$ cat src/rtl/vending_machine_gen.sv
// Parametrised vending controller: nickel/dime/quarter credit, stock tracking,
// cancel/refund, and change paid out one nickel at a time over valid/ready.
module vending_machine_gen #(
  parameter int unsigned PRICE      = 4,
  parameter int unsigned CREDIT_W   = 6,
  parameter int unsigned STOCK_W    = 4,
  parameter int unsigned STOCK_INIT = 10
) (
  input  logic                clk_i,
  input  logic                rst_ni,
  input  logic                nickle_i,
  input  logic                dime_i,
  input  logic                quarter_i,
  input  logic                cancel_i,
  input  logic                restock_i,
  input  logic                change_ready_i,
  output logic                soda_o,
  output logic                change_valid_o,
  output logic                coin_reject_o,
  output logic [CREDIT_W-1:0] credit_o,
  output logic [STOCK_W-1:0]  stock_o,
  output logic                sold_out_o,
  output logic                busy_o
);

  typedef enum logic [1:0] {COLLECT, VEND, CHANGE} state_e;

  // Three spare bits so credit plus the largest coin never wraps before the limit check.
  localparam int unsigned          SUM_W      = CREDIT_W + 3;
  localparam logic [SUM_W-1:0]     CREDIT_MAX = {3'b000, {CREDIT_W{1'b1}}};
  localparam logic [SUM_W-1:0]     PRICE_S    = SUM_W'(PRICE);
  localparam logic [CREDIT_W-1:0]  PRICE_C    = CREDIT_W'(PRICE);
  localparam logic [STOCK_W-1:0]   STOCK_RST  = STOCK_W'(STOCK_INIT);

  state_e              state_q, state_d;
  logic [CREDIT_W-1:0] credit_q, credit_d;
  logic [STOCK_W-1:0]  stock_q, stock_d;
  logic                soda_q, soda_d;
  logic                change_valid_q, change_valid_d;
  logic                coin_reject_q, coin_reject_d;
  logic                sold_out_q, sold_out_d;
  logic                busy_q, busy_d;

  logic [1:0]          coin_cnt;
  logic                coin_any;
  logic [SUM_W-1:0]    coin_val;
  logic [SUM_W-1:0]    credit_sum;
  logic                vend_dec;

  always_comb begin
    coin_cnt       = 2'(nickle_i) + 2'(dime_i) + 2'(quarter_i);
    coin_any       = nickle_i | dime_i | quarter_i;
    coin_val       = quarter_i ? SUM_W'(5) : (dime_i ? SUM_W'(2) : SUM_W'(1));
    credit_sum     = {3'b000, credit_q} + coin_val;
    state_d        = state_q;
    credit_d       = credit_q;
    soda_d         = 1'b0;
    change_valid_d = 1'b0;
    coin_reject_d  = 1'b0;
    vend_dec       = 1'b0;

    case (state_q)
      COLLECT: begin
        if (cancel_i && (credit_q != '0)) begin
          state_d        = CHANGE;
          change_valid_d = 1'b1;
          coin_reject_d  = coin_any;
        end else if (coin_any) begin
          if ((coin_cnt == 2'd1) && (stock_q != '0) && (credit_sum <= CREDIT_MAX)) begin
            credit_d = credit_sum[CREDIT_W-1:0];
            if (credit_sum >= PRICE_S) begin
              state_d = VEND;
              soda_d  = 1'b1;
            end
          end else begin
            coin_reject_d = 1'b1;
          end
        end
      end
      VEND: begin
        credit_d      = credit_q - PRICE_C;
        vend_dec      = 1'b1;
        coin_reject_d = coin_any;
        if (credit_d != '0) begin
          state_d        = CHANGE;
          change_valid_d = 1'b1;
        end else begin
          state_d = COLLECT;
        end
      end
      CHANGE: begin
        coin_reject_d  = coin_any;
        change_valid_d = 1'b1;
        if (change_valid_q && change_ready_i) begin
          credit_d = credit_q - CREDIT_W'(1);
          if (credit_q == CREDIT_W'(1)) begin
            state_d        = COLLECT;
            change_valid_d = 1'b0;
          end
        end
      end
      default: state_d = COLLECT;
    endcase

    // Restock wins over the dispense decrement landing in the same cycle.
    if (restock_i)     stock_d = STOCK_RST;
    else if (vend_dec) stock_d = stock_q - STOCK_W'(1);
    else               stock_d = stock_q;

    sold_out_d = (stock_d == '0);
    busy_d     = (state_d != COLLECT);
  end

  always_ff @(posedge clk_i) begin
    if (!rst_ni) begin
      state_q        <= COLLECT;
      credit_q       <= '0;
      stock_q        <= STOCK_RST;
      soda_q         <= 1'b0;
      change_valid_q <= 1'b0;
      coin_reject_q  <= 1'b0;
      sold_out_q     <= (STOCK_RST == '0);
      busy_q         <= 1'b0;
    end else begin
      state_q        <= state_d;
      credit_q       <= credit_d;
      stock_q        <= stock_d;
      soda_q         <= soda_d;
      change_valid_q <= change_valid_d;
      coin_reject_q  <= coin_reject_d;
      sold_out_q     <= sold_out_d;
      busy_q         <= busy_d;
    end
  end

  assign soda_o         = soda_q;
  assign change_valid_o = change_valid_q;
  assign coin_reject_o  = coin_reject_q;
  assign credit_o       = credit_q;
  assign stock_o        = stock_q;
  assign sold_out_o     = sold_out_q;
  assign busy_o         = busy_q;

endmodule

$ cat config.mk
export PLATFORM = sky130hd
export DESIGN_NAME = vending_machine_gen
export DESIGN_NICKNAME = d
export VERILOG_FILES = /design/src/rtl/vending_machine_gen.sv
export SDC_FILE = /design/constraint.sdc
export NUM_CORES = 1
export LEC_CHECK = 0
export CORE_MARGIN = 2
export CORE_UTILIZATION = 49
export CTS_BUF_LIST = sky130_fd_sc_hd__clkbuf_4
export CTS_CLUSTER_DIAMETER = 120
export CTS_CLUSTER_SIZE = 30
export DETAILED_ROUTE_END_ITERATION = 8
export HOLD_SLACK_MARGIN = 0.02
export PLACE_DENSITY = 0.79
export SETUP_SLACK_MARGIN = 0.3
export SYNTH_ARGS = -nofsm -noshare
export SYNTH_HDL_FRONTEND = slang
export SYNTH_SLANG_ARGS = --single-unit
$ cat constraint.sdc
create_clock -name clk_i -period 5.29 [get_ports clk_i]
set_input_delay 0.7935 -clock clk_i [delete_from_list [all_inputs] [get_ports clk_i]]
set_output_delay 0.7935 -clock clk_i [all_outputs]
set_load 0.05 [all_outputs]
# ---- Word level (Yosys, flattened, before mapping)
# Index checks and enable logic that the tools add are counted.
# Widths: inputs -> output; s select.
dict set report word_totals {
  reg_bits 17
  latchBits 0
  mem_bits_rw 0
  mem_bits_ro 0
  inputBits 8
  out_inout_bits 15
  elab_cells 72
  mem_count 0
}
dict set report op_classes {
  add_sub_neg 6
  n_mul 0
  div 0
  order_cmp 2
  n_eq_ne 8
  shifts 0
  mux 28
  bitwise 6
  n_reduce_logical 14
}
# operator count
set ops {}
lappend ops {{$mux 6} 4}
lappend ops {{$pmux 6 s3} 1}
lappend ops {{$mux 2} 8}
lappend ops {{$reduce_bool 6->1} 2}
lappend ops {{$mux 1} 9}
lappend ops {{$mux 4} 2}
lappend ops {{$ne 2x2->1 const B} 4}
lappend ops {{$add 6x3->7} 1}
lappend ops {{$ge 7x3->1 const B} 1}
lappend ops {{$le 7x6->1 const B} 1}
lappend ops {{$eq 6x1->1 const B} 1}
lappend ops {{$pmux 2 s3} 1}
lappend ops {{$sub 6x1->6 const B} 1}
lappend ops {{$sub 6x3->6 const B} 1}
lappend ops {{$reduce_and 5->1} 1}
lappend ops {{$reduce_or 5->1} 1}
lappend ops {{$eq 2x1->1 const B} 2}
lappend ops {{$logic_and 1x1->1} 4}
lappend ops {{$logic_not 4->1} 1}
lappend ops {{$not 1->1} 4}
lappend ops {{$reduce_bool 4->1} 1}
lappend ops {{$sub 4x1->4 const B} 1}
lappend ops {{$mux 3} 1}
lappend ops {{$pmux 1 s3} 1}
lappend ops {{other kinds (9)} 10}

# ---- Logic depth before layout (Yosys ltp)
dict set report logic_depth {
  depth_word 10
  depth_mapped 9
}

# ---- Worst setup path after synthesis
# No wires, ideal clock.
dict set report synth_timing {
  kind {in2reg}
  startpoint {input quarter_i}
  endpoint {register credit_q[4], in the netlist credit_o[4]}
  setup_ns 0.119
  arrival_ns 2.744
  required_time_ns 5.171
  setup_slack_ns 2.427
  path_stages 9
  n_path_buf 0
  path_cell_list {inv_1 nand2_1 ha_1 fa_1 a21oi_4 o2111ai_4 o31a_1 o311a_1 o21bai_1}
}
dict set report synth_via {
  elab_chain_cells 6
}
# element line_no
set synth_rtl {}
lappend synth_rtl {{start: declaration} 13} ;# input logic quarter_i,
lappend synth_rtl {{$mux 3 / $add 2x1->2 (equally long branches)} {53, 51}}
lappend synth_rtl {{$add 6x3->7 / $eq 2x1->1 (equally long branches)} {54, 69}}
lappend synth_rtl {{$le 7x6->1, or another cell as far along} 69} ;# if ((coin_cnt == 2'd1) && (stock_q != '0) && (credit_sum <= CREDIT_MAX)) begin
lappend synth_rtl {{$logic_and 1x1->1 / $mux 6 (equally long branches)} {69, 68}}
lappend synth_rtl {{$ne 2x2->1 (no source line) / $mux 6 (equally long branches)} -}
lappend synth_rtl {{$reduce_and 5->1 (no source line) / $pmux 6 s3 (equally long branches)} -}
lappend synth_rtl {{end signal: assignment} 126} ;# credit_q <= credit_d;
lappend synth_rtl {{end: declaration} 36} ;# logic [CREDIT_W-1:0] credit_q, credit_d;
# Parallel ways exist; a longest one is shown, timed or not. The select of a mux whose other input is x is not followed.
# A chain may end at the register's enable or synchronous reset.

# ---- Worst setup path in the final report
dict set report layout_timing {
  startpoint {input quarter_i}
  endpoint {register credit_q[5], in the netlist credit_o[5]}
}
# Same word-level chain as after synthesis.

==> impl_metrics.toml <==
[pwr]
pwr-share-clk_pct = 8.4
pwr-share-comb_pct = 66.7
p_int_uw = 426
p_seq_share_pct = 24.9
sw_frac_of_total_pct = 52.3
leakage_uw = 0.000613
p_per_area_mw_per_mm2 = 564
p_sw_uw = 467
peakVddDrop_mv = 0.433

[synth]
synth-edff-count = 0
yosysTopAreaCellShare_pct = 25.3
synthTopCellsByCount = "dfxtp_1, inv_1, ha_1"
synthesis.area_mm2 = 0.00134
synth.distinct_cells = 48
synthTopCellsByArea = "dfxtp_1, ha_1, inv_1"
synthCells = 159
ys_ff_latch = 17
synth_top_flop_cell = "dfxtp_1"
ys_async_sr_fraction_pct = 0
avgSynthCellArea_um2 = 8.45
yosysTopAreaCell = "dfxtp_1"
synth-warning-count = 0
yosysSeqAreaShare_pct = 25.3
syn_nets = 182

[cells_and_area]
areaGrowthSynthToFinish_pct = 18.0
final_nets = 201
num_antenna_cells = 0
drive_above_1_share_pct = 7.34

[place]
globalplace.congestion = 0.875
io_buffer_count = 22
dp_hpwl_mm = 2.49

[detailed_routing]
antenna_left = 0
routed_wirelength_mm = 3.26
routedWlPerCell_um = 15.7
drt_pass1_iterations = 6
drc = 0
viasPerCell = 6.27
first_iter_violations = 60
vias = 1298

[critical_path]
worst_path_largest_cell_delay_ns = 0.45
cp-end-kind = "flip-flop"
worstSetupPathType = "in2reg"
worstPathArrival_ns = 3.41
worstPathRequired_ns = 5.47
critPathSlowestCell = "clkdlybuf4s50_1"
cp_cell_sequence = "clkdlybuf4s50_1 > inv_1 > nand2_1 > ha_1 > fa_1 > a21oi_4 > o2111ai_4 > o31ai_2 > nand2b_1 > o221a_2"
startpoint_type = "primary input"
cp_max_fo = 5

[floorplan]
die_area_mm2 = 0.00318
num_rows = 18
start_util_pct = 52.8
core_mm2 = 0.00254
fp.dieH_um = 56.4
io_pins = 23
chipWidth_um = 56.4

[sta]
rsz0062_at_grt = "false"
finalHoldViolCount = 0
worst_slew_pin_slew_ns = 0.640
whs_ns = 0.572
min_period_over_period_pct = 61.0
slew_viol_final = 0
clock.fmax_ghz = 0.310
relSlewSlack_pct = 57.0
fin_worst_skew_ns = 0.00738
setup-violations-final = 0
min_period_ns = 3.23
tns_ns = 0

[job]
maxCapViolations = 0

[cts]
cts_buffers = 3
tritoncts = "done"
hold_buffers = 0
clkLatencyLatePin_ns = 0.29
cts_num_sinks = 17
post_cts_buffers = 0
path_clk_slew_ns = 0.10
post_cts_resized = 0
htreeDepth = 1
cts_root_buffer = "clkbuf_4"
clock_tree.buffer_depth = 2

[global_routing]
track_usage_pct = 22.3
grt_pass1_wl_mm = 5.69
antenna_found_initial = 0
grt_max_degree = 17
first_global_vias = 1251
grt_overflow_total = 0

[outcome]
status = "complete, no violations"

[worst_hold_path]
hold_path.class = "reg2reg"
==> final timing paths <==
| check | from | end | slack, ns | cells past startpoint |
|---|---|---|---|---|
| worst min-delay path | stock_o[3] | stock_o[3] | 0.57 | 2 |
| worst max register to register | credit_o[0] | credit_o[5] | 2.73 | 7 |
| worst max-delay path | quarter_i | credit_o[5] | 2.06 | 10 |
| worst min register to register | stock_o[3] | stock_o[3] | 0.57 | 2 |
==> power groups by stage <==
stage / Clock, uW / Combinational, uW / Sequential [uW]
floorplan: 0 / 383 / 287
global placement: 0 / 573 / 223
detailed placement: 0 / 587 / 223
CTS: 75.3 / 591 / 221
global route: 81.6 / 655 / 229
finish: 74.8 / 596 / 222
==> cell usage in the layout (no fill, tap or decap), types with 5 or more instances in the layout <==
cell and n:
nor2_1 10, a21oi_1 6, dfxtp_1 17, clkdlybuf4s50_1 22, ha_1 13, o21ai_0 9, nor3_1 5, nand2_1 11
inv_1 17
==> layout make-up <==
class                   instances  area, um2
clock buffers                   4       30.0
fillers                       221        960
inverters                      17       63.8
multi-input cells             117        893
flip-flops and latches         17        340
well taps                      30       37.5
repair buffers                 22        220
==> sequential cells by signal, summed over array words and instances (netlist names) <==
| name | cells |
|---|---|
| busy_o | 1 |
| change_valid_o | 1 |
| stock_o | 4 |
| coin_reject_o | 1 |
| credit_o | 6 |
| state_q | 2 |
| sold_out_o | 1 |
| soda_o | 1 |
==> per-layer routing <==
metal / vias up / share of wire (%) / GRT usage [%]
met4: 0 / 0.15 / 5.10
met3: 2 / 7.1 / 4.84
li1: 625 / - / -
met5: - / 0 / 0
met1: 606 / 44 / 29.9
met2: 65 / 49 / 36.5
==> cells by family (layout without fill, tap and decap cells) <==
| family | Yosys count | count (layout) | synth area share (%) |
|---|---|---|---|
| compound gates | 51 | 51 | 30.5 |
| xor+xnor | 6 | 6 | 3.91 |
| fa+ha+maj | 15 | 15 | 15.1 |
| buf+inv | 25 | 43 | 8.19 |
| flops | 17 | 17 | 25.3 |
| simple gates | 45 | 45 | 16.9 |
==> through the flow <==
| stage | instances | utilization (%) | area (um2) | setup WS (ns) | power, uW |
|---|---|---|---|---|---|
| 6_report | 207 | 62.3 | 1590 | 2.06 | 893 |
| 5_1_grt | 207 | 62.3 | 1590 | 1.94 | 965 |
| 4_1_cts | 207 | 62.3 | 1590 | 2.09 | 887 |
| 3_5_place_dp | 203 | 61.1 | 1560 | 1.79 | 810 |
| 3_3_place_gp | 203 | 61.1 | 1560 | 1.89 | 796 |
| 2_1_floorplan | 159 | - | 1340 | 2.43 | 670 |
==> worst max-delay path, delay by kind of cell <==
| kind | cells | cell delay (ns) |
|---|---|---|
| AND/OR/NAND/NOR | 2 | 0.25 |
| adder cells (fa/ha/maj) | 2 | 0.66 |
| AO/OA/AOI/OAI | 4 | 1.14 |
| buffers and inverters | 2 | 0.57 |
No activity file was read; power rests on OpenSTA's default activity.
